**config.mk**
```make
export PLATFORM = sky130hd
export DESIGN_NAME = cdb_sched
export DESIGN_NICKNAME = d
export VERILOG_FILES = /design/src/rtl/expipe_pkg.sv /design/src/rtl/cdb_sched_rr_prio_sel.sv /design/src/rtl/cdb_sched.sv
export SDC_FILE = /design/constraint.sdc
export NUM_CORES = 1
export LEC_CHECK = 0
export CORE_MARGIN = 5
export CORE_UTILIZATION = 30
export DETAILED_ROUTE_END_ITERATION = 7
export GPL_TIMING_DRIVEN = 1
export PLACE_DENSITY = 0.66
export SYNTH_ARGS = -nofsm -noshare
export SYNTH_HDL_FRONTEND = slang
export SYNTH_SLANG_ARGS = --single-unit
```
**constraint.sdc**
```tcl
create_clock -name clk_i -period 4.8 [get_ports clk_i]
set_input_delay 1.2 -clock clk_i [delete_from_list [all_inputs] [get_ports clk_i]]
set_output_delay 1.2 -clock clk_i [all_outputs]
set_load 0.1 [all_outputs]
```
**src/rtl/expipe_pkg.sv**
```systemverilog
// Shared execution-pipe types: CDB payload and unit index widths.
package expipe_pkg;

  localparam int unsigned EU_N = 8;

  typedef logic [$clog2(EU_N)-1:0] eu_idx_t;

  typedef struct packed {
    logic [5:0]  rob_tag;
    logic [31:0] value;
  } cdb_data_t;

endpackage

```
**src/rtl/cdb_sched_rr_prio_sel.sv**
```systemverilog
// Rotating priority select: first set request at or after ptr, wrapping modulo N.
module rr_prio_sel #(
  parameter int unsigned N = 7
) (
  input  logic [0:N-1]         req,
  input  logic [$clog2(N)-1:0] ptr,
  output logic [$clog2(N)-1:0] gnt_idx,
  output logic                 gnt_any
);

  localparam int unsigned PW = $clog2(N);

  int unsigned j;

  always_comb begin
    gnt_any = 1'b0;
    gnt_idx = '0;
    j       = 0;
    for (int unsigned k = 0; k < N; k++) begin
      j = int'(ptr) + k;
      if (j >= N) j = j - N;
      if (!gnt_any && req[j]) begin
        gnt_any = 1'b1;
        gnt_idx = PW'(j);
      end
    end
  end

endmodule

```
**src/rtl/cdb_sched.sv**
```systemverilog
// CDB arbiter: max-priority lane with starvation guard, round-robin ordinary lanes,
// one-entry registered output with valid/ready handshake toward the ROB.
module cdb_sched
  import expipe_pkg::*;
#(
  parameter int unsigned EU_N       = expipe_pkg::EU_N,
  parameter int unsigned STARVE_LIM = 4
) (
  input  logic                    clk_i,
  input  logic                    rst_n_i,
  input  logic                    flush_i,
  input  logic                    max_prio_valid_i,
  output logic                    max_prio_ready_o,
  input  cdb_data_t               max_prio_data_i,
  input  logic [0:EU_N-2]         valid_i,
  output logic [0:EU_N-2]         ready_o,
  input  cdb_data_t               data_i [0:EU_N-2],
  input  logic                    rob_ready_i,
  output logic                    rob_valid_o,
  output cdb_data_t               cdb_data_o,
  output logic                    served_max_prio_o,
  output logic [$clog2(EU_N)-1:0] served_o
);

  localparam int unsigned ON = EU_N - 1;
  localparam int unsigned PW = $clog2(ON);
  localparam int unsigned SW = $clog2(EU_N);
  localparam int unsigned CW = $clog2(STARVE_LIM + 1);

  logic [PW-1:0] rr_ptr;
  logic [CW-1:0] starve_cnt;
  logic [PW-1:0] sel_idx;
  logic          sel_any;
  logic          any_ord;
  logic          slot_free;
  logic          grant_en;
  logic          guard;
  logic          grant_mp;
  logic          grant_ord;

  rr_prio_sel #(
    .N (ON)
  ) u_sel (
    .req     (valid_i),
    .ptr     (rr_ptr),
    .gnt_idx (sel_idx),
    .gnt_any (sel_any)
  );

  assign any_ord   = |valid_i;
  assign slot_free = !rob_valid_o || rob_ready_i;
  // Readys are gated by rst_n_i so no unit sees an accept while reset is held.
  assign grant_en  = rst_n_i && slot_free && !flush_i;
  assign guard     = (starve_cnt == CW'(STARVE_LIM)) && any_ord;
  assign grant_mp  = grant_en && max_prio_valid_i && !guard;
  assign grant_ord = grant_en && !grant_mp && sel_any;

  assign max_prio_ready_o = grant_mp;

  always_comb begin
    ready_o = '0;
    if (grant_ord) ready_o[sel_idx] = 1'b1;
  end

  always_ff @(posedge clk_i or negedge rst_n_i) begin
    if (!rst_n_i) begin
      rob_valid_o       <= 1'b0;
      cdb_data_o        <= '0;
      served_o          <= '0;
      served_max_prio_o <= 1'b0;
      rr_ptr            <= '0;
      starve_cnt        <= '0;
    end else if (flush_i) begin
      rob_valid_o <= 1'b0;
      rr_ptr      <= '0;
      starve_cnt  <= '0;
    end else if (grant_mp) begin
      rob_valid_o       <= 1'b1;
      cdb_data_o        <= max_prio_data_i;
      served_o          <= '0;
      served_max_prio_o <= 1'b1;
      if (!any_ord)
        starve_cnt <= '0;
      else if (starve_cnt != CW'(STARVE_LIM))
        starve_cnt <= starve_cnt + CW'(1);
    end else if (grant_ord) begin
      rob_valid_o       <= 1'b1;
      cdb_data_o        <= data_i[sel_idx];
      served_o          <= SW'(sel_idx) + SW'(1);
      served_max_prio_o <= 1'b0;
      rr_ptr            <= (sel_idx == PW'(ON - 1)) ? '0 : sel_idx + PW'(1);
      starve_cnt        <= '0;
    end else if (rob_ready_i) begin
      rob_valid_o <= 1'b0;
    end
  end

endmodule

```
==> results.cfg <==
[power]
peakVddDrop_mv = 0.804
leakage_nw = 4.67
p_per_area_nw_per_um2 = 927
power_w = 0.0115

[routing]
wl_per_cell_um = 24.3
antenna_left = 0
drt_wl_total_um = 38800
drt_iter0_markers = 781
vias = 9381
drc_errors = 0
drt-pass1-iter-count = 6
viasPerCell = 5.88

[critical_path]
crit_path_max_incr_delay_ns = 0.56
cp_slowest_cell = or4_4
critPathTopFamily = simple AND/OR/NAND/NOR gates
critPathKind = input port to primary output
path_cells = clkdlybuf4s15_1, or4bb_1, o311ai_2, o2bb2ai_1, a21oi_1, buf_4, mux2i_1, or4_4, a21oi_4, nand2_4, nor3_4, buf_12
critPathLaunch = valid_i[0]
crit_path_max_fanout = 5
cp_num_buf_inv = 3
crit_path_start_kind = input port
cp.required_ns = 3.60
worstPathArrival_ns = 3.93
worstSetupEndpointType = primary output
r2r-start = rr_ptr[1]$_DFFE_PN0P_

[flow_run]
drv_cap = 0

[clocking]
clk_latency_ns = 0.31
cts_tree = yes
postCtsHoldBufs = 0
root_buffer = clkbuf_16
clockBufferDepth = 2
cts_sinks = 49
numCtsBuffers = 5
htree_levels = 2
cts.reportedPaths.clkPinSlew_ns = 0.08

[sta]
slew_headroom_pct = 26.3
worst_clock_skew_ns = 0.00500
setup_viol = 7
min_period_ns = 5.13
finalCritPeriodShare_pct = 107
maxSlewViolCount = 0
fmaxAchievable_mhz = 195
tightestPinTransition_ns = 1.10
setup_slack_ns = -0.333
fin_setup_tns_ns = -1.85
grt_setup_unrepaired = true
holdWs_ns = 0.502
hold_violations = 0

[synth]
synthXorXnorAreaFrac_pct = 0.743
synthSimpleGateAreaFrac_pct = 13.2
synth.distinct_cells = 76
synth_top_family_by_area = compound AO/OA/AOI/OAI gates
ys_seq_area_share_pct = 17.3
syn_avg_cell_area_um2 = 8.11
synthMuxAreaShare_pct = 10.0
synth-edff-count = 0
synth_compound_area_share_pct = 47.6
synth-async-reset-ratio_pct = 100
ys_ff_latch = 49
synth_fa_ha_area_share_pct = 2.76
synthCells = 872
synth_area_um2 = 7070
synthFlopType = dfrtp_1
synth_nets = 1203
yosys_warnings = 0

[floorplanning]
num_rows = 56
die_area_um2 = 26800
die_h_um = 164
ioPinCount = 367
die_w_um = 164
initial_core_util_pct = 30.3
coreArea_um2 = 23300

[worst_hold_path]
min_path_type = register to register
worstHoldStart = starve_cnt[2]$_DFFE_PN0P_

[final_layout]
area_growth_syn_to_layout_pct = 74.7
drive_above_1_share_pct = 19.1
final_util_pct = 53.0
nNetsFinal = 1607

[grt]
top_usage_layer = met2
grt_pass1_vias = 9250
antenna_found_initial = 2
track_usage_pct = 27.1
grt_pass1_wl_um = 56600
gr-usage-met3_pct = 4.82
use_met1_pct = 35.8
grt_max_degree = 98
overflow = 0
use_met2_pct = 45.8

[status]
outcome = finished, violations left
violations = negative setup slack

[placement]
globalplace.congestion = 0.956
port_buffers = 366
dpl.hpwl_um = 28400
## flip-flops by register name (all words and copies together), names as in the netlist
| signal | cells |
|---|---|
| cdb_data_o | 38 |
| rr_ptr | 3 |
| served_o | 3 |
| starve_cnt | 3 |
| rob_valid_o | 1 |
| served_max_prio_o | 1 |
## repair_timing
item                       CTS  global route
resized for setup           25            15
setup buffers                9            11
gates cloned                 1             0
pin swaps                   18             9
setup endpoints to repair   35            35
## final cells by class
cell class	instances	area (µm²)
diodes	1	2.50
clock buffers	5	125
clock inverters	2	35.0
fillers	2254	11000
inverters	17	75.1
multi-input cells	697	5580
flip-flops and latches	49	1230
well taps	319	399
repair buffers	506	4920
## metal layers
layer,vias up,share of wire [%]
met5,-,0.049
met3,59,8.2
met4,2,2.6
met1,4508,40
met2,470,49
li1,4342,-
## layout by cell type, fill, tap and decap left out, types with 4 or more instances in the layout
cell type        Yosys  layout
nor2_1              58      55
o22ai_1             40      40
o21ai_1              2       5
clkdlybuf4s50_1      0     351
a311o_1             76      76
a21boi_0            39      39
nand2_1             17      15
o211ai_1            26      26
nor3_4               0       4
or2_2                3       4
nor2b_1              6       4
o21ai_0             51      47
mux2i_1             54      52
a21oi_1             51      50
dfrtp_1             49      48
dlygate4sd2_1        0       5
or3_1                4       4
buf_6               10       6
inv_1               16      10
o22a_1              39      39
mux2_2               5       4
nand2b_1            10       9
nand3b_1             5       5
ha_1                14      12
mux4_2               5       5
buf_4                2     125
o211ai_2            18      18
o311ai_1            39      38
nand3_1             48      46
a21o_1               4       4
clkbuf_16            0       5
buf_12               0      17
## per-stage QoR
step	instances	area, µm²	setup WS, ns
3_5_place_dp	1567	11900	-0.620
5_1_grt	1596	12400	-0.469
4_1_cts	1584	12200	-0.373
2_1_floorplan	872	7300	-0.603
3_3_place_gp	1567	11900	-0.551
6_report	1596	12400	-0.333
## where the power goes
group	internal (W)	leakage, nW	switching, W
clock	0.000244	0.0797	0.000198
sequential	0.000608	0.541	0.000141
combinational	0.00408	4.05	0.00619
total	0.00493	4.67	0.00652
## cell families (layout without fill, tap and decap cells)
kind of cell / Yosys count / after routing
muxes: 64 / 64
other: 0 / 1
buffers and inverters: 126 / 530
DFF: 49 / 49
AOI/OAI and AO/OA: 429 / 429
xor gates and xnor gates: 6 / 6
adders and majority gates: 15 / 15
and+or+nand+nor: 183 / 183
## path summary, 6_finish.rpt
kind                                               to  slack (ns)  depth (start not counted)
max                                        ready_o[0]       -0.33                         12
max in group asynchronous  cdb_data_o[10]$_DFFE_PN0P_        3.13                          2
max reg2reg                cdb_data_o[36]$_DFFE_PN0P_        0.16                         17
min in group asynchronous  cdb_data_o[22]$_DFFE_PN0P_        1.07                          2
min reg2reg                 starve_cnt[2]$_DFFE_PN0P_        0.50                          1
min                         starve_cnt[2]$_DFFE_PN0P_        0.50                          1
## cells in the mapped netlist (39+ instances only)
master / instances / area, µm²
o311ai_1: 39 / 342
dfrtp_1: 49 / 1230
o22a_1: 39 / 342
nor2_1: 58 / 218
nand3_1: 48 / 240
o22ai_1: 40 / 250
a21boi_0: 39 / 293
a21oi_1: 51 / 255
o21ai_0: 51 / 255
mux2i_1: 54 / 541
a311o_1: 76 / 761
clkbuf_1: 75 / 282
Note: power is estimated with default switching activity, not from simulation.
